## config.mk

```make
export PLATFORM = sky130hd
export DESIGN_NAME = rst_sequencer_flat
export DESIGN_NICKNAME = d
export VERILOG_FILES = /design/src/rtl/rst_sequencer_pkg.sv /design/src/rtl/rst_sequencer_if.sv /design/src/rtl/rst_sequencer_sync.sv /design/src/rtl/rst_sequencer.sv /design/src/flat_wrapper.sv
export SDC_FILE = /design/constraint.sdc
export NUM_CORES = 1
export LEC_CHECK = 0
export ABC_AREA = 1
export CORE_ASPECT_RATIO = 2
export CORE_MARGIN = 8
export CORE_UTILIZATION = 55
export CTS_CLUSTER_DIAMETER = 50
export CTS_CLUSTER_SIZE = 10
export DETAILED_ROUTE_END_ITERATION = 7
export PLACE_DENSITY = 0.83
export REMOVE_ABC_BUFFERS = 1
export SETUP_SLACK_MARGIN = 0.2
export SLEW_MARGIN = 20
export SYNTH_ARGS = -nofsm -noshare
export SYNTH_HDL_FRONTEND = slang
export SYNTH_SLANG_ARGS = --single-unit
```

## constraint.sdc

```tcl
create_clock -name i_clk -period 1.61 [get_ports i_clk]
set_input_delay 0.322 -clock i_clk [delete_from_list [all_inputs] [get_ports i_clk]]
set_output_delay 0.322 -clock i_clk [all_outputs]
set_load 0.01 [all_outputs]
```

## src/rtl/rst_sequencer_pkg.sv

```systemverilog
// Shared types and default timing for the reset sequencer.
// Provides the FSM state encoding and default cycle counts.
package rst_seq_pkg;

  typedef enum logic [2:0] {
    HOLD       = 3'd0,
    REL_CORE   = 3'd1,
    WAIT_SENS  = 3'd2,
    REL_PERIPH = 3'd3,
    RUN        = 3'd4,
    FAULT      = 3'd5
  } state_t;

  localparam int HOLD_CYCLES_DEF    = 1024;
  localparam int STAGE_GAP_DEF      = 256;
  localparam int SENSOR_TIMEOUT_DEF = 65535;
  localparam int CNT_W_DEF          = 16;

endpackage

```

## src/rtl/rst_sequencer_if.sv

```systemverilog
// Request/ready inputs and staged reset outputs of the sequencer.
// slave: sequencer side; master: board/testbench side.
interface rst_sequencer_if;

  logic i_rst_req;
  logic i_sensor_ready;
  logic o_rst_core;
  logic o_rst_sensor;
  logic o_rst_periph;
  logic o_ready;
  logic o_fault;

  modport slave (
    input  i_rst_req,
    input  i_sensor_ready,
    output o_rst_core,
    output o_rst_sensor,
    output o_rst_periph,
    output o_ready,
    output o_fault
  );

  modport master (
    output i_rst_req,
    output i_sensor_ready,
    input  o_rst_core,
    input  o_rst_sensor,
    input  o_rst_periph,
    input  o_ready,
    input  o_fault
  );

endinterface

```

## src/rtl/rst_sequencer_sync.sv

```systemverilog
// Two-flop synchronizer for asynchronous board inputs.
// Ports: i_clk, i_rst (async, high), i_d (async in), o_q (synced).
module sync_2ff (
  input  logic i_clk,
  input  logic i_rst,
  input  logic i_d,
  output logic o_q
);

  logic r_meta;
  logic r_q;

  always_ff @(posedge i_clk or posedge i_rst) begin
    if (i_rst) begin
      r_meta <= 1'b0;
      r_q    <= 1'b0;
    end else begin
      r_meta <= i_d;
      r_q    <= r_meta;
    end
  end

  assign o_q = r_q;

endmodule

```

## src/rtl/rst_sequencer.sv

```systemverilog
// Releases core, sensor bus, then peripherals after a reset request.
// Ports: i_clk, i_rst (async, high), bus (request/ready in, resets/status out).
module rst_sequencer
  import rst_seq_pkg::*;
#(
  parameter int HOLD_CYCLES    = HOLD_CYCLES_DEF,
  parameter int STAGE_GAP      = STAGE_GAP_DEF,
  parameter int SENSOR_TIMEOUT = SENSOR_TIMEOUT_DEF,
  parameter int CNT_W          = CNT_W_DEF
) (
  input logic             i_clk,
  input logic             i_rst,
  rst_sequencer_if.slave  bus
);

  localparam logic [CNT_W-1:0] HOLD_LD = CNT_W'(HOLD_CYCLES - 1);
  localparam logic [CNT_W-1:0] GAP_LD  = CNT_W'(STAGE_GAP - 1);
  localparam logic [CNT_W-1:0] TO_LD   = CNT_W'(SENSOR_TIMEOUT - 1);

  state_t           r_state;
  state_t           w_nxt_state;
  logic [CNT_W-1:0] r_cnt;
  logic [CNT_W-1:0] w_nxt_cnt;
  logic [CNT_W-1:0] w_cnt_dec;
  logic             w_cnt_zero;
  logic             w_sens_s;

  logic r_rst_core;
  logic r_rst_sensor;
  logic r_rst_periph;
  logic r_ready;
  logic r_fault;

  logic w_rst_core_d;
  logic w_rst_sensor_d;
  logic w_rst_periph_d;
  logic w_ready_d;
  logic w_fault_d;

  sync_2ff u_sync (
    .i_clk (i_clk),
    .i_rst (i_rst),
    .i_d   (bus.i_sensor_ready),
    .o_q   (w_sens_s)
  );

  assign w_cnt_zero = (r_cnt == '0);
  // Saturating decrement: never wraps below zero.
  assign w_cnt_dec  = w_cnt_zero ? '0 : r_cnt - 1'b1;

  always_ff @(posedge i_clk or posedge i_rst) begin
    if (i_rst) begin
      r_state      <= HOLD;
      r_cnt        <= HOLD_LD;
      r_rst_core   <= 1'b1;
      r_rst_sensor <= 1'b1;
      r_rst_periph <= 1'b1;
      r_ready      <= 1'b0;
      r_fault      <= 1'b0;
    end else begin
      r_state      <= w_nxt_state;
      r_cnt        <= w_nxt_cnt;
      r_rst_core   <= w_rst_core_d;
      r_rst_sensor <= w_rst_sensor_d;
      r_rst_periph <= w_rst_periph_d;
      r_ready      <= w_ready_d;
      r_fault      <= w_fault_d;
    end
  end

  // A request outranks every other transition, in any state.
  always_comb begin
    w_nxt_state = r_state;
    w_nxt_cnt   = w_cnt_dec;
    if (bus.i_rst_req) begin
      w_nxt_state = HOLD;
      w_nxt_cnt   = HOLD_LD;
    end else begin
      case (r_state)
        HOLD: begin
          if (w_cnt_zero) begin
            w_nxt_state = REL_CORE;
            w_nxt_cnt   = GAP_LD;
          end
        end
        REL_CORE: begin
          if (w_cnt_zero) begin
            w_nxt_state = WAIT_SENS;
            w_nxt_cnt   = TO_LD;
          end
        end
        WAIT_SENS: begin
          if (w_sens_s) begin
            w_nxt_state = REL_PERIPH;
            w_nxt_cnt   = GAP_LD;
          end else if (w_cnt_zero) begin
            w_nxt_state = FAULT;
          end
        end
        REL_PERIPH: begin
          if (w_cnt_zero) begin
            w_nxt_state = RUN;
          end
        end
        RUN, FAULT: begin
          w_nxt_cnt = r_cnt;
        end
        default: begin
          w_nxt_state = HOLD;
          w_nxt_cnt   = HOLD_LD;
        end
      endcase
    end
  end

  // Outputs are decoded from the next state so they
  // change on the same edge as the state itself.
  always_comb begin
    w_rst_core_d   = 1'b1;
    w_rst_sensor_d = 1'b1;
    w_rst_periph_d = 1'b1;
    w_ready_d      = 1'b0;
    w_fault_d      = 1'b0;
    unique case (1'b1)
      (w_nxt_state == REL_CORE): begin
        w_rst_core_d = 1'b0;
      end
      (w_nxt_state == WAIT_SENS),
      (w_nxt_state == REL_PERIPH): begin
        w_rst_core_d   = 1'b0;
        w_rst_sensor_d = 1'b0;
      end
      (w_nxt_state == RUN): begin
        w_rst_core_d   = 1'b0;
        w_rst_sensor_d = 1'b0;
        w_rst_periph_d = 1'b0;
        w_ready_d      = 1'b1;
      end
      (w_nxt_state == FAULT): begin
        w_rst_core_d = 1'b0;
        w_fault_d    = 1'b1;
      end
      default: ;
    endcase
  end

  assign bus.o_rst_core   = r_rst_core;
  assign bus.o_rst_sensor = r_rst_sensor;
  assign bus.o_rst_periph = r_rst_periph;
  assign bus.o_ready      = r_ready;
  assign bus.o_fault      = r_fault;

endmodule

```

## src/flat_wrapper.sv

```systemverilog
// flat-port wrapper written by rule: the top's interface ports become plain ports
module rst_sequencer_flat import rst_seq_pkg::*;
#(
  parameter int HOLD_CYCLES    = HOLD_CYCLES_DEF,
  parameter int STAGE_GAP      = STAGE_GAP_DEF,
  parameter int SENSOR_TIMEOUT = SENSOR_TIMEOUT_DEF,
  parameter int CNT_W          = CNT_W_DEF
)
  (i_clk, i_rst, bus_i_rst_req, bus_i_sensor_ready, bus_o_rst_core, bus_o_rst_sensor, bus_o_rst_periph, bus_o_ready, bus_o_fault);
  rst_sequencer_if bus_i ();
  input logic i_clk;
  input logic i_rst;
  input wire logic [$bits(bus_i.i_rst_req)-1:0] bus_i_rst_req;
  input wire logic [$bits(bus_i.i_sensor_ready)-1:0] bus_i_sensor_ready;
  output wire logic [$bits(bus_i.o_rst_core)-1:0] bus_o_rst_core;
  output wire logic [$bits(bus_i.o_rst_sensor)-1:0] bus_o_rst_sensor;
  output wire logic [$bits(bus_i.o_rst_periph)-1:0] bus_o_rst_periph;
  output wire logic [$bits(bus_i.o_ready)-1:0] bus_o_ready;
  output wire logic [$bits(bus_i.o_fault)-1:0] bus_o_fault;
  assign bus_i.i_rst_req = bus_i_rst_req;
  assign bus_i.i_sensor_ready = bus_i_sensor_ready;
  assign bus_o_rst_core = bus_i.o_rst_core;
  assign bus_o_rst_sensor = bus_i.o_rst_sensor;
  assign bus_o_rst_periph = bus_i.o_rst_periph;
  assign bus_o_ready = bus_i.o_ready;
  assign bus_o_fault = bus_i.o_fault;
  rst_sequencer #(.HOLD_CYCLES(HOLD_CYCLES), .STAGE_GAP(STAGE_GAP), .SENSOR_TIMEOUT(SENSOR_TIMEOUT), .CNT_W(CNT_W)) u_core (.i_clk(i_clk), .i_rst(i_rst), .bus(bus_i));
endmodule
```

==> impl.org, run 1 <==
** Critical path
- STA classifies the critical path endpoint as a flip-flop.
- CP most frequent cell :: sky130_fd_sc_hd__nand2_4
- Cell type of the slowest stage on the worst timing path :: sky130_fd_sc_hd__dfstp_2
- CP Cell Sequence :: inv_4 > ha_4 > nand2_4 > nor2_4 > nand2_4 > nand2_4 > nand2_4 > nand2_4 > nand2_4 > nand2_4 > nand2_2 > nor2_2
- The critical path is of the reg -> reg type.
- The worst setup path is launched from a flip-flop.
- Data arrival, critical path :: 1760 ps
- Register-to-Register Path Depth :: 12
- At the worst endpoint, the required time is 1830 ps.
- Of all nets on the critical path, the largest fanout is 3.
- Crit-path max cell delay :: 580 ps

** STA
- Derived from the worst setup path, the maximum achievable clock frequency is 0.648 GHz.
- Dividing the final minimum period by the clock period gives 95.9%.
- The worst path needs 1540 ps of the cycle, external delays included.
- Hold violation total from the final report :: 0
- Worst relative slew slack :: 75.9%
- Slew Viols, Final :: 0
- Setup repair after global routing missed its margin :: yes
- Setup violations remaining at the end of the flow were counted as 0.
- At the pin with the least slew margin, the transition time is 361 ps.
- Across the routed clock network, the largest skew measured is 5.46 ps.

** CTS
- Clock latency on the worst-skew pair :: 270 ps
- In this run, CTS created clock tree buffers numbering 3.
- CTS max path bufs :: 2
- Clock-pin slew was measured on the worst setup and hold paths at 90 ps.
- Clock tree synthesis found a total of 26 sinks.
- Buffer type at the clock tree root :: sky130_fd_sc_hd__clkbuf_8
- Number of levels the H-tree was split into :: 1
- TritonCTS built the clock tree.

** Power
- Static leakage power :: 1.06 nW
- Portion of total power attributed to the clock network :: 32.8%
- Switching pwr :: 0.000283 W
- Net switching is 24.1% of the power.
- Peak ir drop on the vdd network :: 0.586 mV
- The internal power of the cells totals 0.000891 W.
- Power comes to 0.00117 W.
- Part of the power in registers :: 57.8%
- Power spread over the standard cell area amounts to 547 mW/mm².
- Combinational fraction of design power :: 9.5%

** Run
- Max-Cap Viols :: 0

** Floorplanning
- Top-level I/O count :: 9
- Row generation in the floorplan step produced 28 rows.
- The region available for standard cell placement spans 0.00291 mm².
- Effective utilization at floorplan :: 57.1%
- Die span in y :: 93.7 µm
- Die Width :: 54.8 µm
- The die covers 0.00514 mm².

** Outcome
- Outcome :: completed

** Drt
- Wires add up to 4.52 mm.
- Remaining number of nets flagged by the antenna check after routing :: 0
- Count of vias placed by the detailed router :: 1553
- Dividing the detail-routed wire length by the instance count gives 16.7 µm.
- Before antenna repair, the detailed router went through 5 iterations.
- In this run, the number of DRC markers left after iteration 0 of detailed routing was 129.
- Total DRC errors in the routed layout :: 0
- Via density per instance :: 5.73

** Synthesis
- Main combinational cell family by area after synthesis :: simple AND/OR/NAND/NOR gates
- Post-Synthesis Mean Instance Area :: 7.83 µm²
- Of the post-synthesis cell area, the part taken by muxes is 0%.
- For this run, the leading register cell type out of synthesis is sky130_fd_sc_hd__dfstp_2.
- Flip-flop and latch count after synthesis :: 26
- Of the total synthesized cell area, the portion taken by XOR and XNOR cells is 4.22%.
- Unique masters post-synth :: 23
- After synthesis, flip-flops and latches occupy 40.2% of the total area.
- Compound-cell area share of the yosys netlist :: 8.82%
- Number of flops mapped to enable cells by yosys :: 0
- During synthesis, Yosys emitted a total of 0 warnings.
- Gate count after technology mapping :: 212
- Summing the areas of all and, or, nand and nor instances in the mapped netlist gives 38.7% of the synthesized area.
- After synthesis, the share of flip-flops with an asynchronous set or reset is 100%.
- Cell area after technology mapping :: 0.00166 mm²
- Of the total synthesized cell area, the portion taken by full adders, half adders and majority gates is 1.51%.

** Finish
- After routing the design area is 0.00214 mm².
- 0 antenna diodes ended up in the layout.
- In the final layout, the share of cells above drive strength 1 is 43.6%.
- At the end of the flow the core is filled with cells to 73.8%.
- Compared with the post-synthesis result, the final layout area differs by 29.3%.
- For this run, the post-layout net count is 248.

** Global routing
- For this run the aggregate overflow at the end of global routing stands at 0.
- Global routing used 18.0% of the available tracks.
- Global-route wire length before repair :: 6.99 mm
- The number of antenna violations at the first check in global routing was 0.
- Largest net degree at the start of global routing :: 27
- The via count of the first global-routing pass came to 1605.

** Min path
- Along the worst hold path, the cell count comes to 0.
- The tightest min-delay check is of the reg -> reg type.

** Placed design
- HPWL after detailed placement :: 2.99 mm
- Number of I/O port buffers :: 8
- Placed cell area :: 0.00187 mm²
- Final estimated routing congestion in global placement :: 0.929
-- worst paths after layout --
check / from / to / slack [ps]
max: u_core.r_cnt[1] / u_core.bus.o_rst_core / 70
min in group asynchronous: i_rst / u_core.bus.o_ready / 400
min: u_core.u_sync.r_meta / u_core.u_sync.o_q / 370
min reg2reg: u_core.u_sync.r_meta / u_core.u_sync.o_q / 370
max reg2reg: u_core.r_cnt[1] / u_core.bus.o_rst_core / 70
max in group asynchronous: i_rst / u_core.r_cnt[6] / 920
-- synth_stat cells (6+ instances only) --
cell type / n / area [µm²]
sky130_fd_sc_hd__nand2_1: 48 / 180
sky130_fd_sc_hd__inv_1: 25 / 93.8
sky130_fd_sc_hd__nor2_1: 23 / 86.3
sky130_fd_sc_hd__a21oi_1: 13 / 65.1
sky130_fd_sc_hd__dfrtp_1: 13 / 325
sky130_fd_sc_hd__dfstp_2: 13 / 342
sky130_fd_sc_hd__nand3_1: 12 / 60.1
sky130_fd_sc_hd__nand2_2: 9 / 56.3
sky130_fd_sc_hd__o21ai_1: 9 / 45.0
sky130_fd_sc_hd__nor2_4: 8 / 90.1
sky130_fd_sc_hd__xor2_1: 8 / 70.1
sky130_fd_sc_hd__nor2_2: 7 / 43.8
sky130_fd_sc_hd__nand2_4: 6 / 67.6
-- cells by family (layout without fill, tap and decap cells) --
kind of cell               Yosys count  count (layout)
and+or+nand+nor                    120             120
buffers and inverters               29              58
AOI/OAI and AO/OA                   27              27
DFF                                 26              26
xor gates and xnor gates             8               8
adders and majority gates            2               2
-- stage by stage --
step,setup WS [ps],std cells,hold WS [ps],setup TNS (ps)
5_1_grt,5.13,271,380,0
2_1_floorplan,123,212,331,0
6_report,66.4,271,371,0
3_5_place_dp,-57.3,262,343,-253
4_1_cts,105,270,373,0
3_3_place_gp,-44.7,262,344,-123
-- metal layers --
layer	track usage [%]	vias up	wire (µm)	share of wire, %
met5	0	-	0	0
met4	11.4	0	330	7.3
met2	31.4	91	2390	53
li1	-	719	-	-
met3	3.81	35	282	6.2
met1	17.6	708	1530	34
-- power by group through the flow --
stage          Sequential, W  Combinational (W)  Clock [W]
6_report            0.000678           0.000111   0.000385
5_1_grt             0.000679           0.000120   0.000399
4_1_cts             0.000676           0.000102   0.000382
3_5_place_dp        0.000684          0.0000765          0
3_3_place_gp        0.000684          0.0000749          0
2_1_floorplan       0.000682          0.0000459          0
-- area by class of cell --
| class | instances | area [µm²] |
|---|---|---|
| Multi-Input combinational cell | 157 | 1070 |
| Sequential cell | 26 | 669 |
| Inverter | 29 | 116 |
| Tap cell | 30 | 37.5 |
| Clock buffer | 4 | 45.0 |
| Fill cell | 204 | 763 |
| Timing Repair Buffer | 25 | 208 |
-- flip-flops by register name (all words and copies together) (netlist names) --
register,flops
u_core.u_sync.o_q,1
u_core.bus.o_ready,1
u_core.bus.o_fault,1
u_core.r_state,3
u_core.bus.o_rst_periph,1
u_core.bus.o_rst_sensor,1
u_core.r_cnt,16
u_core.bus.o_rst_core,1
u_core.u_sync.r_meta,1
-- worst max-delay path, delay by kind of cell, from the launching register on --
kind	cells	cell delay, ps
buf+inv	1	60
simple gates	10	660
flops	1	580
fa+ha+maj	1	180
-- placed cells by master (no fill, tap or decap), drive strengths merged --
| master | instances |
|---|---|
| buf | 17 |
| clkinv | 1 |
| clkdlybuf4s15 | 2 |
| nand3 | 13 |
| inv | 28 |
| o21ai | 13 |
| nand4 | 2 |
| a21oi | 13 |
| nand2 | 63 |
| clkdlybuf4s50 | 3 |
| dfstp | 13 |
| dlygate4sd2 | 3 |
| dfrtp | 13 |
| xor2 | 8 |
| nor3 | 3 |
| clkbuf | 4 |
| ha | 2 |
| a32oi | 1 |
| nor2 | 39 |
-- repair_timing --
item	4_1_cts	5_1_grt
endpoints found under the setup margin	29	26
gates resized for setup	43	20
hold buffers	0	0
pin swaps	13	16
setup buffers	4	1
Power figures use the tool's default switching activity.
==> inputs of run 2 (changes only) <==
--- a/config.mk
+++ b/config.mk
@@ -6,13 +6,14 @@
 export NUM_CORES = 1
 export LEC_CHECK = 0
 export ABC_AREA = 1
+export CAP_MARGIN = 20
 export CORE_ASPECT_RATIO = 2
 export CORE_MARGIN = 8
-export CORE_UTILIZATION = 55
+export CORE_UTILIZATION = 50
 export CTS_CLUSTER_DIAMETER = 50
 export CTS_CLUSTER_SIZE = 10
 export DETAILED_ROUTE_END_ITERATION = 7
-export PLACE_DENSITY = 0.83
+export PLACE_DENSITY = 0.77
 export REMOVE_ABC_BUFFERS = 1
 export SETUP_SLACK_MARGIN = 0.2
 export SLEW_MARGIN = 20
==> impl.org, run 2 (synthesis gave the netlist of run 1 again) <==
** STA
- Total Neg Setup Slack :: 0 ps (unchanged)
- The worst-case clock skew came to 5.59 ps (+0.127 ps).
- Slew of the pin with the lowest slew margin :: 323 ps (-37.9 ps)
- Hold violation total from the final report :: 0 (unchanged)
- Setup repair after global routing missed its margin :: yes
- The smallest setup slack after layout came to 95.3 ps (+28.9 ps).
- Final worst hold slack :: 363 ps (-7.32 ps)
- The max-slew violation count is 0 (unchanged).
- Fin crit period :: 1510 ps (-28.9 ps)
- Worst relative slew slack :: 78.5% (+2.6 points)
- Final Cycle Share :: 94.1% (-1.8 points)
- The number of failing setup endpoints in the final timing report came to 0 (unchanged).
- The achievable clock frequency came to 0.660 GHz (+1.9%).

** Global routing
- The final global-route overflow total is 0 (unchanged).
- Largest net degree at the start of global routing :: 27 (unchanged)
- Most used routing layer :: met2
- Number of global-route vias before repair :: 1627 (+1.4%)
- Global routing met1 resource utilization :: 14.9% (-2.7 points)
- GRT met3 Usage :: 2.49% (-1.3 points)
- The global-route usage over all layers is 15.8% (-2.2 points).
- The met2 track utilization from global routing is 28.0% (-3.4 points).
- Initial antenna violation count :: 0 (unchanged)
- The global-route wire length before repair is 7.11 mm (+1.8%).

** Floorplanning
- The count of standard-cell rows is 29 (+3.6%).
- Effective utilization at floorplan :: 52.6% (-4.5 points)
- The horizontal extent of the die is 56.7 µm (+3.5%).
- Placeable Area :: 0.00316 mm² (+8.6%)
- Die outline area :: 0.00553 mm² (+7.6%)
- The height of the chip is 97.5 µm (+4.0%).
- Top-level I/O count :: 9 (unchanged)

** Critical path
- STA classifies the critical path startpoint as a flip-flop.
- Traced cell by cell, the critical path runs through inv_4 > ha_4 > nand3_4 > nor2_4 > nand2_4 > o21ai_4 > inv_1 > a21oi_2 > nor2_1.
- The worst path buffer plus inverter count came to 2 (+1).
- Req. time, crit path :: 1830 ps (about the same)
- Kind of capture point of the worst setup path :: flip-flop
- Among all stages on the critical path, the largest delay is contributed by sky130_fd_sc_hd__dfstp_2.
- Setup CP Type :: reg -> reg
- The worst endpoint data arrival time came to 1730 ps (-30 ps).
- On the critical path the largest part of the delay comes from simple AND/OR/NAND/NOR gates.
- Crit-path max cell delay :: 390 ps (-190 ps)
- The highest fanout seen on the critical path came to 4 (+1).

** Power
- The leakage power of the design is 1.04 nW (-1.3%).
- Power density relative to cell area :: 590 mW/mm² (+7.7%)
- The peak ir drop on the vdd network came to 0.657 mV (+12%).

** Finish
- The net count of the finished layout came to 247 (-0.40%).
- The largest registers in the layout are u_core.r_cnt (16), u_core.r_state (3).
- Diodes inserted :: 0 (unchanged)
- Most frequent standard cell in the layout excluding fill and tap cells :: sky130_fd_sc_hd__nand2_1
- Fraction of final layout cells with drive strength greater than 1 :: 44.6% (+1.0 points)
- The top cell types in the final layout, fill and taps aside, are sky130_fd_sc_hd__nand2_1, sky130_fd_sc_hd__nor2_1, sky130_fd_sc_hd__inv_1.
- The cell area after layout came to 0.00215 mm² (+0.47%).
- Area growth syn-to-layout :: 29.9%
- The flip-flop count of the largest register, all copies and words added is 16 (unchanged).
- The number of fill cells in the layout is 238 (+17%).
- Top register by number of flip-flops :: u_core.r_cnt

** Placed design
- HPWL after detailed placement :: 3.15 mm (+5.3%)
- The global placement routability congestion came to 0.890 (-4.1%).
- Worst slack after detailed placement :: -104 ps (-47.0 ps)
- The instance area after placement is 0.00186 mm² (-0.34%).
- Number of I/O port buffers :: 8 (unchanged)

** Drt
- The length of the first detailed-routing pass in iterations is 4 (-1).
- The number of DRC violations after detailed routing is 0 (unchanged).
- The total via count after detailed routing is 1544 (-0.58%).
- Remaining number of nets flagged by the antenna check after routing :: 0 (unchanged)
- Via density per instance :: 5.70 (-0.58%)
- Average wire per standard cell :: 16.1 µm (-3.6%)
- The detailed-route wire length was 4.36 mm (-3.6%).
- The number of violations reported at the end of detailed-routing iteration 0 is 69 (-47%).

** Min path
- The worst hold path belongs to the class reg -> reg.

** CTS
- Clock tree from TritonCTS :: done
- Clock transition at the register clock pins on the worst setup and hold paths after CTS :: 90 ps (about the same)
- Number of levels the H-tree was split into :: 1 (unchanged)
- The CTS sink count is 26 (unchanged).
- CTS placed an instance of sky130_fd_sc_hd__clkbuf_8 at the clock tree root.
- The number of buffers between clock root and the deepest sink came to 2 (unchanged).
- The TritonCTS buffer count is 3 (unchanged).
- The clock latency on the worst-skew pair is 280 ps (about the same).

** Run
- The number of maximum-capacitance violations is 0 (unchanged).

** Outcome
- Outcome :: completed
run 2: final timing paths:
| path | slack, ps | to | start | cells after the start |
|---|---|---|---|---|
| worst min register to register | 360 | u_core.u_sync.o_q | u_core.u_sync.r_meta | 0 |
| max in group asynchronous | 930 | u_core.r_cnt[7] | i_rst | 3 |
| worst min-delay path | 360 | u_core.u_sync.o_q | u_core.u_sync.r_meta | 0 |
| worst max register to register | 100 | u_core.r_cnt[8] | u_core.r_cnt[1] | 9 |
| worst max-delay path | 100 | u_core.r_cnt[8] | u_core.r_cnt[1] | 9 |
| min in group asynchronous | 390 | u_core.bus.o_ready | i_rst | 3 |
run 2: power by group:
group | switching, W | internal (W) | total, W | leakage (nW)
Combinational | 0.0000629 | 0.0000456 | 0.000109 | 0.695
Clock | 0.000215 | 0.000271 | 0.000486 | 0.0339
Sequential | 0.00000881 | 0.000667 | 0.000676 | 0.312
run 2: cell type report:
cell class,count,area [µm²],share of cell area (%)
Multi-Input combinational cell,157,1060,49.3
Sequential cell,26,668,31.0
Timing Repair Buffer,24,201,9.35
Inverter,29,118,5.46
Clock buffer,4,66.3,3.08
Tap cell,31,38.8,1.80
run 2: stage by stage:
step	instances	utilization [%]	total power, W
3_5_place_dp	262	58.9	0.000764
3_3_place_gp	262	58.9	0.000761
2_1_floorplan	212	-	0.000728
5_1_grt	271	68.3	0.00131
6_report	271	68.3	0.00127
4_1_cts	269	66.1	0.00128
run 2: routing by layer:
metal | routed length, µm | vias up | share of wire [%]
met1 | 1440 | 749 | 33
met4 | 305 | 0 | 7.0
met3 | 150 | 26 | 3.4
li1 | - | 716 | -
met2 | 2470 | 53 | 57
met5 | 0 | - | 0
run 2: repair_timing:
action,in CTS,in global routing
resized for setup,47,16
gates cloned,0,0
pin swaps,15,13
buffers inserted,3,2
hold buffers,0,0
setup endpoints to repair,29,27
==> inputs of run 3 (changes only) <==
--- a/config.mk
+++ b/config.mk
@@ -6,7 +6,7 @@
 export NUM_CORES = 1
 export LEC_CHECK = 0
 export ABC_AREA = 1
-export CAP_MARGIN = 20
+export CAP_MARGIN = 15
 export CORE_ASPECT_RATIO = 2
 export CORE_MARGIN = 8
 export CORE_UTILIZATION = 50
==> results of run 3 <==
No change in the layout: final DEF, timing and power equal those of run 2.
==> patch: new RTL, settings of run 1 <==
Set the package constant `CNT_W_DEF` to 14 (it was 16).
--- a/src/rtl/rst_sequencer_pkg.sv
+++ b/src/rtl/rst_sequencer_pkg.sv
@@ -15,5 +15,5 @@
   localparam int STAGE_GAP_DEF      = 256;
   localparam int SENSOR_TIMEOUT_DEF = 65535;
-  localparam int CNT_W_DEF          = 16;
+  localparam int CNT_W_DEF          = 14;
 
 endpackage
Function: no difference found for any inputs over 10 cycles, from zero or initial values and one cycle with i_rst high; that may be too few to reach the edited logic, so the function may still have changed.
==> patch against run 1 <==
  * Area after synthesis decreased by 8.3%
  * Critical endpoint is now u_core.r_cnt[1]
  * Clock skew shrank 0.0011 ns
  * Power down 2.6%
  * Final area shrank 6.7%
  * Clock power grew 8.6%
  * Sequential cell count decreased by 2
  * Routed wire length up 2.3%
  * Worst setup slack worse by 0.050 ns
  * Highest routed layer unchanged
==> patch: results (changes against run 1) <==
| Metric | Value |
|---|---|
| Clk buf depth | `2 (unchanged)` |
| DR WL met2 | `2700 um (+13%)` |
| Final non-filler cell total | `252 (-7.0%)` |
| ANT cells | `0 (unchanged)` |
| Critical Path AT | `1.78 ns (+0.02 ns)` |
| Worst-path fanout max | `7 (+4)` |
| Outcome | `finished, final reports clean` |
| Via-to-Cell Ratio | `5.74 (+0.13%)` |
| Initial antenna violation count | `0 (unchanged)` |
| Inst Count DP | `239 (-8.8%)` |
| Leak pwr | `0.00104 uW (-1.6%)` |
| Clock Skew | `0.00434 ns (-0.00112 ns)` |
| Hpwl dp | `2720 um (-9.2%)` |
| Worst Tran Pin Value | `0.332 ns (-0.0282 ns)` |
| First-pass GRT wire length | `6760 um (-3.2%)` |
| Syn_area_per_cell | `7.80 sq um (-0.30%)` |
| Uppermost routed layer | `met4` |
| Number of global-route vias before repair | `1,535 (-4.4%)` |
| Clock latency on the worst-skew pair | `0.27 ns (about the same)` |
| Clk pin slew, worst setup/hold paths | `0.09 ns (about the same)` |
| Multiplexer share of the synthesized area | `0 (unchanged)` |
| Top_reg_cell synth | `dfstp_2` |
| Synth Area in Adders | `0.0164 (+0.00136)` |
| Largest net degree at the start of global routing | `25 (-7.4%)` |
| Commonest cells in the netlist | `nand2_1 (46), inv_1 (27), nor2_1 (18)` |
| Peak supply drop | `0.000708 V (+21%)` |
| WL met1 | `1560 um (+2.4%)` |
| H-tree depth | `1 (unchanged)` |
| First-iteration detailed-routing DRC count | `46 (-64%)` |
| Fillers | `175 (-14%)` |
| Total track usage | `0.182 (+0.00205)` |
| Port Buffers | `8 (unchanged)` |
| Metal3 WL | `183 um (-35%)` |
| Total Wirelength | `4630 um (+2.3%)` |
| DP Worst Slack | `-0.0144 ns (+0.0428 ns)` |
| Gpl congestion | `0.925 (-0.41%)` |
| Regs by FF count | `u_core.r_cnt (14), u_core.r_state (3)` |
| DR pass1 iterations | `4 (-1)` |
| Nets@finish | `230 (-7.3%)` |
| Post-synthesis sequential area ratio | `0.405 (+0.00347)` |
| Synth Area in Compound Gates | `0.0789 (-0.00929)` |
| Dominant cells by area after synthesis | `dfstp_2 (22%), dfrtp_1 (18%), nand2_1 (11%)` |
| Post-synth top area share | `0.225 (+0.0186)` |
| Hold WC Path Type | `reg2reg` |
| Ys Warns | `0 (unchanged)` |
| Asr flop ratio synth | `1.00 (unchanged)` |
| Root Driver | `clkbuf_8` |
| Synth Area in XOR/XNOR | `0.0403 (-0.00194)` |
| Total CTS buffers | `3 (unchanged)` |
| Ratio of cells with drive above 1 in the final layout | `0.444 (+0.00826)` |
| Synth cell types | `25 (+8.7%)` |
[patch: changes by cell type after synthesis, sizes merged]
cell,run 1,this run
a21oi,13,15
nor2,39,30
nand4,2,0
nand3,13,16
a22oi,0,1
or2,0,1
o21ai,13,6
nand2,63,57
inv,28,33
xor2,8,6
xnor2,0,1
a32oi,1,0
nor3,3,2
dfrtp,13,11
[patch: cell families (layout without fill, tap and decap cells)]
logic type / Yosys count / in the layout
simple gates: 106 / 106
xor+xnor: 7 / 7
buf+inv: 34 / 62
flops: 24 / 24
fa+ha+maj: 2 / 2
compound gates: 22 / 22
[patch: metal layers]
| metal | track usage | vias up |
|---|---|---|
| met2 | 0.345 | 62 |
| met3 | 0.0215 | 17 |
| met4 | 0.0975 | 0 |
| met5 | 0 | - |
| li1 | - | 660 |
| met1 | 0.168 | 707 |
[patch: repair_timing]
action                                  4_1_cts  5_1_grt
pin swaps                                    12        7
resized for setup                            35       19
endpoints found under the setup margin       27       21
setup buffers                                 6        3
[patch: layout make-up]
type                            instances  area (sq um)  area share
Clock buffer                            4          55.1      0.0275
Inverter                               34           138      0.0688
Multi-Input combinational cell        137           953       0.477
Sequential cell                        24           617       0.308
Tap cell                               29          36.3      0.0181
Timing Repair Buffer                   24           201       0.101
[patch: where the power goes]
part / internal (uW) / switching [uW] / total, uW / leakage, uW
logic: 38.0 / 61.1 / 99.2 / 0.000724
clock network: 219 / 199 / 418 / 0.0000288
registers: 617 / 8.48 / 626 / 0.000286
total: 874 / 269 / 1140 / 0.00104
[patch: final timing paths]
path                       depth (start not counted)                  from                 to  slack (ns)
max in group asynchronous                          3                 i_rst    u_core.r_cnt[7]        0.90
setup reg to reg                                   9       u_core.r_cnt[0]    u_core.r_cnt[1]        0.02
hold reg to reg                                    0  u_core.u_sync.r_meta  u_core.u_sync.o_q        0.36
min in group asynchronous                          3                 i_rst  u_core.r_state[2]        0.42
hold / removal                                     0  u_core.u_sync.r_meta  u_core.u_sync.o_q        0.36
setup / recovery                                   9       u_core.r_cnt[0]    u_core.r_cnt[1]        0.02
[patch: worst max-delay path, stage by stage, from the launching register on]
cell and delay (ns):
dfstp_2 0.56, inv_4 0.05, ha_4 0.17, nand2_2 0.09, nor2_4 0.05, nand2_4 0.10, nand2_4 0.08, nand2_4 0.11
a21oi_1 0.09, a21oi_1 0.19
[patch: through the flow]
step | setup TNS (ns) | instance area, sq um
CTS | 0 | 1890
global placement | 0 | 1690
global route | -0.0700 | 2000
floorplan | 0 | 1520
detailed placement | -0.0159 | 1690
finish | 0 | 2000
